### src/rtl/bus_pkg.sv
// Shared definitions for the bus multiplexer: default widths and the
// datapath source numbering used when the mux feeds the CPU bus.
package bus_pkg;

  localparam int BUS_WIDTH_DEF = 32;
  localparam int CNT_WIDTH_DEF = 16;
  localparam int MIN_SOURCES   = 2;
  localparam int MAX_SOURCES   = 64;

  // Source numbering for the datapath instance: general registers first,
  // then special registers, then the external/condition sources.
  typedef enum logic [4:0] {
    R0, R1, R2, R3, R4, R5, R6, R7,
    R8, R9, R10, R11, R12, R13, R14, R15,
    HI, LO, ZHI, ZLO, PC, MDR, INPORT, C_SIGN
  } src_e;

  localparam int DATAPATH_SOURCES = 24;

endpackage : bus_pkg

### src/rtl/onehot_prio_enc.sv
// Combinational lowest-index priority encoder with "any" and "more than one"
// flags; used to pick the bus winner and detect driver contention.
module onehot_prio_enc #(
  parameter int N = 32
) (
  input  logic [N-1:0]         req,
  output logic [$clog2(N)-1:0] idx,
  output logic                 any,
  output logic                 multi
);

  localparam int SELW = $clog2(N);

  logic [N-1:0] req_minus_one;

  // NOTE: every always_comb output gets a default before any branch so no
  // path leaves it unassigned, which would otherwise infer a latch.
  always_comb begin
    idx = '0;
    // Scanning downwards lets the lowest set index overwrite higher ones.
    for (int i = N - 1; i >= 0; i--) begin
      if (req[i]) begin
        idx = SELW'(i);
      end
    end
  end

  // Clearing the lowest set bit leaves something behind only if two or more
  // bits were set.
  assign req_minus_one = req - {{(N-1){1'b0}}, 1'b1};
  assign any           = |req;
  assign multi         = |(req & req_minus_one);

endmodule : onehot_prio_enc

### src/rtl/bus_mux_reg.sv
// Registered N-source bus multiplexer with bus keeper, hold, and contention
// detection (pulse, sticky flag and saturating counter).
module bus_mux_reg
  import bus_pkg::*;
#(
  parameter int WIDTH = BUS_WIDTH_DEF,
  parameter int N     = 32,
  parameter int CNTW  = CNT_WIDTH_DEF
) (
  input  logic                 clk,
  input  logic                 rst_n,
  input  logic [N-1:0]         drive,
  input  logic [N*WIDTH-1:0]   data_in,
  input  logic                 hold,
  input  logic                 clr_err,
  output logic [WIDTH-1:0]     bus_out,
  output logic                 bus_valid,
  output logic [$clog2(N)-1:0] src_id,
  output logic                 contention,
  output logic                 err_sticky,
  output logic [CNTW-1:0]      contention_cnt
);

  localparam int SELW = $clog2(N);

  logic [SELW-1:0]  enc_idx;
  logic             enc_any;
  logic             enc_multi;
  logic [WIDTH-1:0] sel_word;
  logic             contend;

  logic [WIDTH-1:0] bus_q,   bus_d;
  logic [SELW-1:0]  src_q,   src_d;
  logic             valid_q, valid_d;
  logic             cont_q,  cont_d;
  logic             err_q,   err_d;
  logic [CNTW-1:0]  cnt_q,   cnt_d;

  onehot_prio_enc #(
    .N (N)
  ) u_enc (
    .req   (drive),
    .idx   (enc_idx),
    .any   (enc_any),
    .multi (enc_multi)
  );

  // Only the winning source's word reaches the bus; the encoder never
  // produces an index at or above N, so no out-of-range slice exists.
  always_comb begin
    sel_word = '0;
    for (int i = 0; i < N; i++) begin
      if (enc_idx == SELW'(i)) begin
        sel_word = data_in[i*WIDTH +: WIDTH];
      end
    end
  end

  assign contend = !hold && enc_multi;

  always_comb begin
    bus_d   = bus_q;
    src_d   = src_q;
    valid_d = valid_q;
    cont_d  = cont_q;
    err_d   = err_q;
    cnt_d   = cnt_q;

    if (!hold) begin
      valid_d = enc_any;
      cont_d  = enc_multi;
      if (enc_any) begin
        bus_d = sel_word;
        src_d = enc_idx;
      end
    end

    // A contention in the clearing cycle is the first event of the new epoch.
    if (clr_err) begin
      err_d = contend;
      cnt_d = contend ? CNTW'(1) : '0;
    end else if (contend) begin
      err_d = 1'b1;
      if (cnt_q != {CNTW{1'b1}}) begin
        cnt_d = cnt_q + CNTW'(1);
      end
    end
  end

  // NOTE: state registers use non-blocking assignments so every flop samples
  // the pre-edge values, independent of statement order.
  always_ff @(posedge clk or negedge rst_n) begin
    if (!rst_n) begin
      bus_q   <= '0;
      src_q   <= '0;
      valid_q <= 1'b0;
      cont_q  <= 1'b0;
      err_q   <= 1'b0;
      cnt_q   <= '0;
    end else begin
      bus_q   <= bus_d;
      src_q   <= src_d;
      valid_q <= valid_d;
      cont_q  <= cont_d;
      err_q   <= err_d;
      cnt_q   <= cnt_d;
    end
  end

  assign bus_out        = bus_q;
  assign bus_valid      = valid_q;
  assign src_id         = src_q;
  assign contention     = cont_q;
  assign err_sticky     = err_q;
  assign contention_cnt = cnt_q;

endmodule : bus_mux_reg
### config.mk
export PLATFORM = sky130hd
export DESIGN_NAME = bus_mux_reg
export DESIGN_NICKNAME = d
export VERILOG_FILES = /design/src/rtl/bus_pkg.sv /design/src/rtl/onehot_prio_enc.sv /design/src/rtl/bus_mux_reg.sv
export SDC_FILE = /design/constraint.sdc
export NUM_CORES = 1
export LEC_CHECK = 0
export BUFFER_PORTS_ARGS = -buffer_cell sky130_fd_sc_hd__buf_2
export CORE_AREA = 5 5 429 431
export DETAILED_ROUTE_END_ITERATION = 12
export DIE_AREA = 0 0 434 436
export PLACE_DENSITY = 0.3
export SYNTH_ARGS = -nofsm -noshare
export SYNTH_HDL_FRONTEND = slang
export SYNTH_SLANG_ARGS = --single-unit
### constraint.sdc
create_clock -name clk -period 2.7 [get_ports clk]
set_input_delay 0.54 -clock clk [delete_from_list [all_inputs] [get_ports clk]]
set_output_delay 0.54 -clock clk [all_outputs]
set_load 0.02 [all_outputs]
==> flow_metrics.py, run 1 <==
metrics = {
    "sta": {
        "worst_slew_pin_slew_ns": 1.14,
        "fin_skew_ns": 0.00414,
        "setup_viol": 50,
        "setup_tns_ns": -36.84,
        "fin_ws_ns": -0.883,
        "maxSlewViolCount": 0,
        "fmax_mhz": 279,
        "hold_viol_final": 0,
        "rsz0062_at_grt": "yes",
        "slew-limit-headroom_pct": 24.3,
        "finalCritPeriodShare_pct": 133,
        "period_minus_slack_ns": 3.58,
    },
    "cts": {
        "htree_num_levels": 2,
        "path_clk_slew_ns": 0.11,
        "clockRootBuffer": "clkbuf_16",
        "clock_latency_ns": 0.35,
        "cts_tree": "built",
        "cts_buffers": 5,
        "clock-sinks": 56,
        "cts_buffer_depth": 2,
        "cts_hold_buf": 0,
    },
    "status": {
        "failed_checks": "setup timing",
        "status": "finished with violations",
    },
    "worst_setup_path": {
        "r2r_slack_ns": -0.10,
        "crit_fanout": 6,
        "crit_arrival_ns": 3.83,
        "slowest_stage": "or4_4",
        "crit_chain": "buf_8, buf_8, buf_8, or4_4, buf_4, nor2_4, nand2_4, buf_4, or4_4, buf_12, buf_4, buf_12, nor2_4, a211oi_2, o311ai_2, buf_4, a31oi_2, a221o_1",
        "cp.required_ns": 2.95,
        "worst_setup_path_end_kind": "flop",
        "worstSetupPathType": "input port to flop",
        "cpMostUsedCell": "buf_4",
        "path_buf_inv": 9,
        "crit_path_max_incr_delay_ns": 0.52,
        "worst_path_dominant_cell_family": "buffers and inverters",
        "worstSetupStartpointType": "input port",
    },
    "synth": {
        "synth_top_family_by_area": "compound AO/OA/AOI/OAI gates",
        "synthFlopType": "dfrtp_1",
        "async_flop_share_pct": 100,
        "synth-xor-area-share_pct": 1.08,
        "synth-simple-area-share_pct": 24.8,
        "yosysSeqAreaShare_pct": 13.3,
        "ys_types": 83,
        "synth_edf_count": 0,
        "synth-seq-cells": 56,
        "post-synth-top-area-cell": "dfrtp_1",
        "synth_compound_area_share_pct": 52.4,
        "synth_area_um2": 10600,
        "synth_area_leaders": "dfrtp_1 13%, a221oi_1 8.0%, o22ai_1 6.6%, nor2_1 6.1%, nand2_1 5.3%",
        "syn_inst": 1521,
        "syn_nets": 2582,
        "synthMuxAreaShare_pct": 2.11,
        "syn_avg_cell_area_um2": 6.95,
        "yosysTopAreaCellShare_pct": 13.3,
        "yosys_warnings": 0,
        "synth_fa_ha_area_share_pct": 0.403,
    },
    "global_routing": {
        "grt_pass1_vias": 23017,
        "overflow": 0,
        "grt_start_max_net_pins": 33,
        "grtUsageTotal_pct": 21.3,
        "grt_antenna_before_repair": 181,
        "grt_pass1_wl_um": 260000,
    },
    "floorplan": {
        "fp.dieArea_um2": 189000,
        "initial_core_util_pct": 5.88,
        "io_pins": 1116,
        "die-height_um": 436,
        "rows": 156,
        "die_width_um": 434,
        "design.core.area_um2": 180000,
    },
    "drt": {
        "drtPass1Iterations": 6,
        "drc_errors": 0,
        "vias": 22899,
        "viasPerCell": 4.00,
        "final_antenna_net_count": 0,
        "drt_iter0_drc": 1875,
        "wl_um": 217000,
        "post_drt_wl_per_cell_um": 37.9,
    },
    "placement": {
        "place_ws_ns": -2.95,
        "place_congestion": 0.937,
        "portBuffers": 1115,
        "dp_hpwl_um": 194000,
    },
    "power_and_ir_drop": {
        "p_total_mw": 5.54,
        "p_leak_nw": 13.1,
        "power_density_nw_per_um2": 184,
        "vdd_drop_max_mv": 0.260,
    },
    "final_layout": {
        "nFillCells": 20590,
        "final_common_cell": "buf_2",
        "area_growth_pct": 185,
        "nets": 4361,
        "drive_gt1_share_pct": 72.0,
        "final_cell_mix": "1097 x buf_2, 558 x buf_4, 128 x nor2_1",
    },
    "worst_hold_path": {
        "holdCritPathClass": "input port to asynchronous set/reset pin",
    },
    "job": {
        "cap_violations": 0,
    },
}
where the power goes:
group | internal [mW] | leakage, nW | switching (mW)
combinational | 1.71 | 12.3 | 1.96
sequential | 0.918 | 0.685 | 0.0811
clock | 0.360 | 0.0722 | 0.510
total | 2.99 | 13.1 | 2.56
stage by stage:
stage | utilization, % | cell area, um2 | instances | hold slack, ns
global route | 16.7 | 30100 | 5694 | 0.194
detailed placement | 13.9 | 24900 | 5549 | 0.468
global placement | 13.9 | 24900 | 5549 | 0.462
CTS | 15.3 | 27500 | 5617 | 0.180
floorplan | - | 10900 | 1521 | 0.244
finish | 16.8 | 30100 | 5719 | 0.151
sequential cells by signal (all words and copies together), names as in the netlist:
register / count
src_id: 5
contention_cnt: 16
contention: 1
bus_out: 32
err_sticky: 1
bus_valid: 1
Yosys cell counts (all sizes together) (4+ instances only):
| master | instances |
|---|---|
| xor2 | 8 |
| a22oi | 53 |
| a21oi | 103 |
| nand2b | 6 |
| nor2 | 180 |
| o221a | 7 |
| and3 | 21 |
| a22o | 4 |
| a2111oi | 18 |
| a222oi | 46 |
| nand3 | 44 |
| xnor2 | 5 |
| mux2 | 18 |
| a221o | 38 |
| nor3 | 50 |
| nor4b | 5 |
| o22a | 18 |
| a211oi | 14 |
| buf | 57 |
| nand2 | 149 |
| or3 | 8 |
| or4 | 9 |
| o211ai | 9 |
| inv | 15 |
| a31o | 8 |
| nor3b | 9 |
| o21a | 9 |
| a21o | 12 |
| o22ai | 112 |
| o21ai | 82 |
| a31oi | 31 |
| o21bai | 5 |
| dfrtp | 56 |
| nor2b | 5 |
| o31ai | 16 |
| nor4 | 25 |
| clkbuf | 73 |
| a221oi | 98 |
| nand4 | 13 |
| o221ai | 44 |
worst register-to-register path: cells and delay by family, from the launching register on:
kind / cells / cell delay, ns
buffers and inverters: 1 / 0.17
DFF: 1 / 0.37
and+or+nand+nor: 9 / 1.81
xor gates and xnor gates: 1 / 0.15
AOI/OAI and AO/OA: 1 / 0.21
area by class of cell:
cell class / instances / area, um2 / area share [%]
inverters: 15 / 56.3 / 0.187
flip-flops and latches: 56 / 1400 / 4.65
well taps: 2370 / 2970 / 9.84
clock inverters: 3 / 27.5 / 0.0914
diodes: 48 / 120 / 0.399
repair buffers: 1901 / 13600 / 45.0
multi-input cells: 1321 / 11900 / 39.4
clock buffers: 5 / 125 / 0.415
per-layer routing:
layer | vias up | global-route usage [%] | routed length [um]
li1 | 9997 | - | -
met1 | 11336 | 24.8 | 82700
met2 | 1198 | 40.1 | 113000
met3 | 324 | 3.84 | 13600
met4 | 44 | 4.92 | 7350
met5 | - | 0 | 309
final timing paths:
check,depth (start not counted),to,start
setup / recovery,18,bus_out[15],drive[6]
hold / removal,1,bus_out[2],rst_n
setup reg to reg,12,contention_cnt[4],contention_cnt[3]
hold reg to reg,2,src_id[2],src_id[2]
max in group asynchronous,2,contention_cnt[10],rst_n
min in group clk,2,bus_out[15],data_in[1007]
cells by family after synthesis:
group	count (synthesis)
muxes	20
AOI/OAI and AO/OA	748
and+or+nand+nor	535
adders and majority gates	4
buffers and inverters	145
xor gates and xnor gates	13
DFF	56
timing repair:
| item | CTS | global route |
|---|---|---|
| endpoints found under the setup margin | 50 | 50 |
| gates resized for setup | 410 | 382 |
| cloned | 3 | 10 |
| pin swaps | 103 | 188 |
| buffers inserted | 67 | 67 |
Power figures use the tool's default switching activity.
==> run 2, diff against run 1 <==
==> constraint.sdc (replaced) <==
create_clock -name clk -period 2.7 [get_ports clk]
set_input_delay 0 -clock clk [delete_from_list [all_inputs] [get_ports clk]]
set_output_delay 0 -clock clk [all_outputs]
set_load 0.02 [all_outputs]
==> flow_metrics.py, run 2 (synthesized netlist as in run 1, its figures left out) <==
metrics = {
    "sta": {
        "period_minus_slack_ns": 3.14,
        "fin_skew_ns": 0.0209,
        "worst_slew_pin_slew_ns": 1.02,
        "setup_viol": 49,
        "finalCritPeriodShare_pct": 116,
        "hold_viol_final": 0,
        "fmax_mhz": 318,
        "fin_ws_ns": -0.441,
        "maxSlewViolCount": 0,
        "rsz0062_at_grt": "yes",
        "slew-limit-headroom_pct": 32.3,
        "setup_tns_ns": -12.01,
    },
    "power_and_ir_drop": {
        "p_leak_nw": 13.6,
        "vdd_drop_max_mv": 0.432,
        "power_density_nw_per_um2": 181,
    },
    "worst_setup_path": {
        "crit_path_max_incr_delay_ns": 0.39,
        "path_buf_inv": 7,
        "crit_cells": 18,
        "reg2regPathDepth": 11,
        "crit_path_end": "bus_out[21]",
        "slowest_stage": "or3_4",
        "worstSetupPathType": "input port to flop",
        "crit_fanout": 4,
        "cp-startpoint": "drive[8]",
        "crit_arrival_ns": 3.43,
        "reg2reg_to": "contention_cnt[11]",
        "worstSetupStartpointType": "input port",
        "crit_chain": "buf_8, or3_4, or3_4, a2bb2oi_2, buf_4, o21ba_4, buf_12, nor2_4, buf_12, nor2_4, buf_12, nor2_4, buf_6, nor4_4, buf_4, a21oi_4, or3_4, a21oi_2",
        "r2r_slack_ns": -0.02,
        "worst_setup_path_end_kind": "flop",
        "cp.required_ns": 2.99,
        "r2r-start": "contention_cnt[5]",
        "worst_path_dominant_cell_family": "simple AND/OR/NAND/NOR gates",
    },
    "cts": {
        "path_clk_slew_ns": 0.12,
        "clockRootBuffer": "clkbuf_16",
        "clock-sinks": 56,
        "cts_buffers": 5,
        "clock_latency_ns": 0.35,
        "cts_tree": "built",
        "htree_num_levels": 2,
        "cts_buffer_depth": 2,
    },
    "drt": {
        "post_drt_wl_per_cell_um": 37.2,
        "met3_length_um": 14000,
        "drt_iter0_drc": 2052,
        "met1Wirelength_um": 83800,
        "drc_errors": 0,
        "drtPass1Iterations": 10,
        "routed-wl-met2_um": 109000,
        "final_antenna_net_count": 0,
        "top_layer_used": "met5",
        "vias": 23450,
        "viasPerCell": 4.04,
        "wl_um": 216000,
    },
    "floorplan": {
        "design.core.area_um2": 180000,
        "io_pins": 1116,
        "rows": 156,
        "initial_core_util_pct": 5.88,
        "fp.dieArea_um2": 189000,
        "die-height_um": 436,
        "die_width_um": 434,
    },
    "placement": {
        "dp_cells": 5559,
        "place_ws_ns": -1.92,
        "place_congestion": 0.943,
        "portBuffers": 1115,
        "dp_hpwl_um": 194000,
    },
    "final_layout": {
        "final_common_cell": "buf_2",
        "fin_cells": 5804,
        "drive_gt1_share_pct": 73.3,
        "nFillCells": 20594,
        "final_cell_mix": "1097 x buf_2, 604 x buf_4, 132 x buf_6",
        "largest_reg_flops": 32,
        "register_area_um2": 1400,
        "area_growth_pct": 196,
        "nets": 4448,
        "multi_input_area_um2": 12200,
    },
    "global_routing": {
        "grt_antenna_before_repair": 172,
        "grt_pass1_vias": 23596,
        "overflow": 0,
        "grt_pass1_wl_um": 263000,
        "grt_start_max_net_pins": 38,
        "grtUsageTotal_pct": 21.5,
    },
    "status": {
        "status": "finished with violations",
        "failed_checks": "setup timing",
    },
    "worst_hold_path": {
        "holdCritPathClass": "input port to flop",
    },
    "job": {
        "cap_violations": 0,
    },
}
[run 2: timing repair]
action,4_1_cts,5_1_grt
resized for setup,633,284
setup endpoints to repair,48,49
pin swaps,169,180
buffers inserted,131,96
cloned,2,1
hold buffers,18,0
hold endpoints to repair,51,0
[run 2: metal layers]
layer | GRT usage, % | up-vias
met4 | 6.16 | 72
met3 | 4.37 | 350
met5 | 0 | -
met2 | 39.4 | 1218
li1 | - | 10153
met1 | 25.1 | 11657
[run 2: worst min-delay path by stage]
stage / from / to / slack (ns) / cells past startpoint
finish: data_in[1001] / bus_out[9] / 0.01 / 3
global route: data_in[1001] / bus_out[9] / 0.02 / 3
CTS: data_in[1020] / bus_out[28] / 0.009 / 3
detailed placement: rst_n / contention_cnt[0] / 0.12 / 1
global placement: rst_n / bus_out[18] / 0.11 / 1
floorplan: rst_n / bus_out[0] / -0.30 / 0
[run 2: power by group]
part	leakage, nW	internal (mW)	switching, mW	total [mW]
sequential	0.685	0.918	0.0878	1.01
combinational	12.8	1.68	1.95	3.63
clock	0.0947	0.541	0.480	1.02
[run 2: tightest hold or removal path, cell delays in order]
cell and delay (ns):
buf_2 0.09, o221ai_2 0.11, a21oi_1 0.12
[run 2: area by class of cell]
type | instances | area share [%]
antenna | 46 | 0.368
clock buffer | 5 | 0.400
clock inverter | 3 | 0.220
inverter | 15 | 0.180
multi-input combinational | 1321 | 39.0
sequential | 56 | 4.48
tap | 2370 | 9.48
timing repair buffer | 1988 | 45.8
[run 2: stage by stage]
step                total power, mW  cell area (um2)  util (%)  hold WS, ns
floorplan                      1.69            10600         -       -0.296
global placement               4.11            24900      13.8        0.111
detailed placement             4.10            24900      13.8        0.116
CTS                            5.58            29100      16.2      0.00879
global route                   5.87            31200      17.4       0.0181
finish                         5.66            31300      17.4       0.0101
==> run 3, diff against run 2 <==
Settings changed: SETUP_SLACK_MARGIN from default to 0.02.
==> flow_metrics.py, run 3 (synthesized netlist as in run 1, its figures left out) <==
metrics = {
    "status": {
        "status": "finished with violations",
        "failed_checks": "setup timing",
    },
    "placement": {
        "dpl_cell_area_um2": 24600,
        "portBuffers": 1115,
        "place_congestion": 0.963,
        "dp_hpwl_um": 194000,
        "dp_cells": 5523,
        "place_ws_ns": -2.15,
    },
    "final_layout": {
        "final_common_cell": "buf_2",
        "nets": 4450,
        "multi_input_area_um2": 12100,
        "area_growth_pct": 195,
        "fin_util_pct": 17.4,
        "largest_reg_flops": 32,
        "stdcell_area_um2": 31200,
        "fin_cells": 5815,
        "final_cell_mix": "1094 x buf_2, 603 x buf_4, 133 x nor2_1",
        "drive_gt1_share_pct": 72.6,
        "register_area_um2": 1400,
        "nFillCells": 20509,
    },
    "sta": {
        "hold_viol_final": 0,
        "period_minus_slack_ns": 3.12,
        "setup_tns_ns": -10.25,
        "fin_skew_ns": 0.00244,
        "fmax_mhz": 320,
        "worst_slew_pin_slew_ns": 1.16,
        "finalCritPeriodShare_pct": 116,
        "maxSlewViolCount": 0,
        "setup_viol": 49,
        "fin_ws_ns": -0.421,
        "rsz0062_at_grt": "yes",
        "slew-limit-headroom_pct": 22.9,
    },
    "job": {
        "cap_violations": 0,
    },
    "cts": {
        "cts_tree": "built",
        "cts_buffer_depth": 2,
        "cts_buffers": 5,
        "htree_num_levels": 2,
        "clock-sinks": 56,
        "clockRootBuffer": "clkbuf_16",
        "clock_latency_ns": 0.35,
        "path_clk_slew_ns": 0.11,
    },
    "power_and_ir_drop": {
        "seqPwrFrac_pct": 17.7,
        "power_density_nw_per_um2": 180,
        "swShare_pct": 45.4,
        "cell_internal_pwr_mw": 3.06,
        "pwr-share-comb_pct": 67.0,
        "p_clk_share_pct": 15.3,
        "switching_power_mw": 2.55,
        "p_leak_nw": 13.5,
        "vdd_drop_max_mv": 0.292,
    },
    "drt": {
        "drtPass1Iterations": 9,
        "post_drt_wl_per_cell_um": 37.4,
        "viasPerCell": 3.98,
        "vias": 23138,
        "drt_iter0_drc": 1975,
        "final_antenna_net_count": 0,
        "drc_errors": 0,
        "wl_um": 217000,
    },
    "global_routing": {
        "grt_antenna_before_repair": 174,
        "grt_start_max_net_pins": 42,
        "grt_pass1_wl_um": 265000,
        "grt_pass1_vias": 23662,
        "overflow": 0,
        "grtUsageTotal_pct": 21.7,
    },
    "floorplan": {
        "die-height_um": 436,
        "rows": 156,
        "design.core.area_um2": 180000,
        "io_pins": 1116,
        "initial_core_util_pct": 5.88,
        "fp.dieArea_um2": 189000,
        "die_width_um": 434,
    },
    "worst_setup_path": {
        "cp.required_ns": 2.95,
        "worstSetupStartpointType": "input port",
        "crit_fanout": 6,
        "worstSetupPathType": "input port to flop",
        "crit_arrival_ns": 3.37,
        "cp-startpoint": "drive[9]",
        "r2r-start": "contention_cnt[5]",
        "r2r_slack_ns": 0.02,
        "reg2regPathDepth": 12,
        "reg2reg_to": "contention_cnt[0]",
        "worst_setup_path_end_kind": "flop",
        "crit_path_end": "bus_out[14]",
    },
    "worst_hold_path": {
        "min_from": "data_in[579]",
        "holdCritPathClass": "input port to flop",
    },
}
==> run 3: cell count changes in the layout (fill, tap and decap cells not counted), sizes merged <==
cell	change
diode	+9
dlygate4sd3	+4
bufinv	-2
clkinv	+1
clkbuf	-1
clkinvlp	+1
buf	-1
==> run 3: per-layer routing <==
metal | GRT usage (%) | vias to the layer above | part of all wire, %
met5 | 0 | - | 0.18
met4 | 6.66 | 60 | 4.2
met3 | 4.30 | 359 | 6.0
met2 | 40.1 | 1123 | 51
met1 | 25.0 | 11418 | 38
li1 | - | 10178 | -
==> run 3: timing repair <==
item | in CTS | in global routing
resized for setup | 663 | 238
hold endpoints to repair | 58 | 0
endpoints found under the setup margin | 50 | 49
cloned | 3 | 0
hold buffers | 22 | 0
pin swaps | 183 | 186
buffers inserted | 164 | 79
==> run 3: worst min-delay path by stage <==
stage                             to  slack, ns  depth (start not counted)
after floorplan           bus_out[0]      -0.30                          0
final                     bus_out[3]       0.03                          3
after CTS                 bus_out[3]      0.009                          3
after detailed placement  err_sticky       0.16                          1
after global routing      bus_out[3]       0.05                          3
after global placement    err_sticky       0.16                          1
==> run 3: worst max-delay path, cell delays in order <==
cell,delay (ns)
buf_8,0.11
nor3b_2,0.14
or4_4,0.49
nand4bb_4,0.26
nor3_4,0.30
or3_4,0.27
nor2_4,0.06
buf_12,0.13
a222oi_1,0.99
buf_4,0.27
and3_4,0.26
o21ai_2,0.06
==> run 3: power groups by stage <==
stage / combinational (mW) / sequential [mW] / clock (mW)
6_report: 3.76 / 0.992 / 0.858
5_1_grt: 3.93 / 0.997 / 0.907
4_1_cts: 3.65 / 0.986 / 0.927
3_5_place_dp: 3.11 / 1.00 / 0
3_3_place_gp: 3.12 / 1.00 / 0
2_1_floorplan: 0.612 / 1.08 / 0
==> run 3: cell type report <==
cell class                      count  area share (%)
Inverter                           15           0.188
Clock inverter                      3          0.0882
Clock buffer                        5           0.401
Multi-Input combinational cell   1321            38.7
Timing Repair Buffer             1990            46.1
Sequential cell                    56            4.49
Antenna cell                       55           0.441
Tap cell                         2370            9.51
==> run 3: metrics by stage <==
stage	power [mW]	hold WS, ns
global route	5.84	0.0478
global placement	4.12	0.159
CTS	5.56	0.00916
detailed placement	4.11	0.155
finish	5.61	0.0340
floorplan	1.69	-0.296
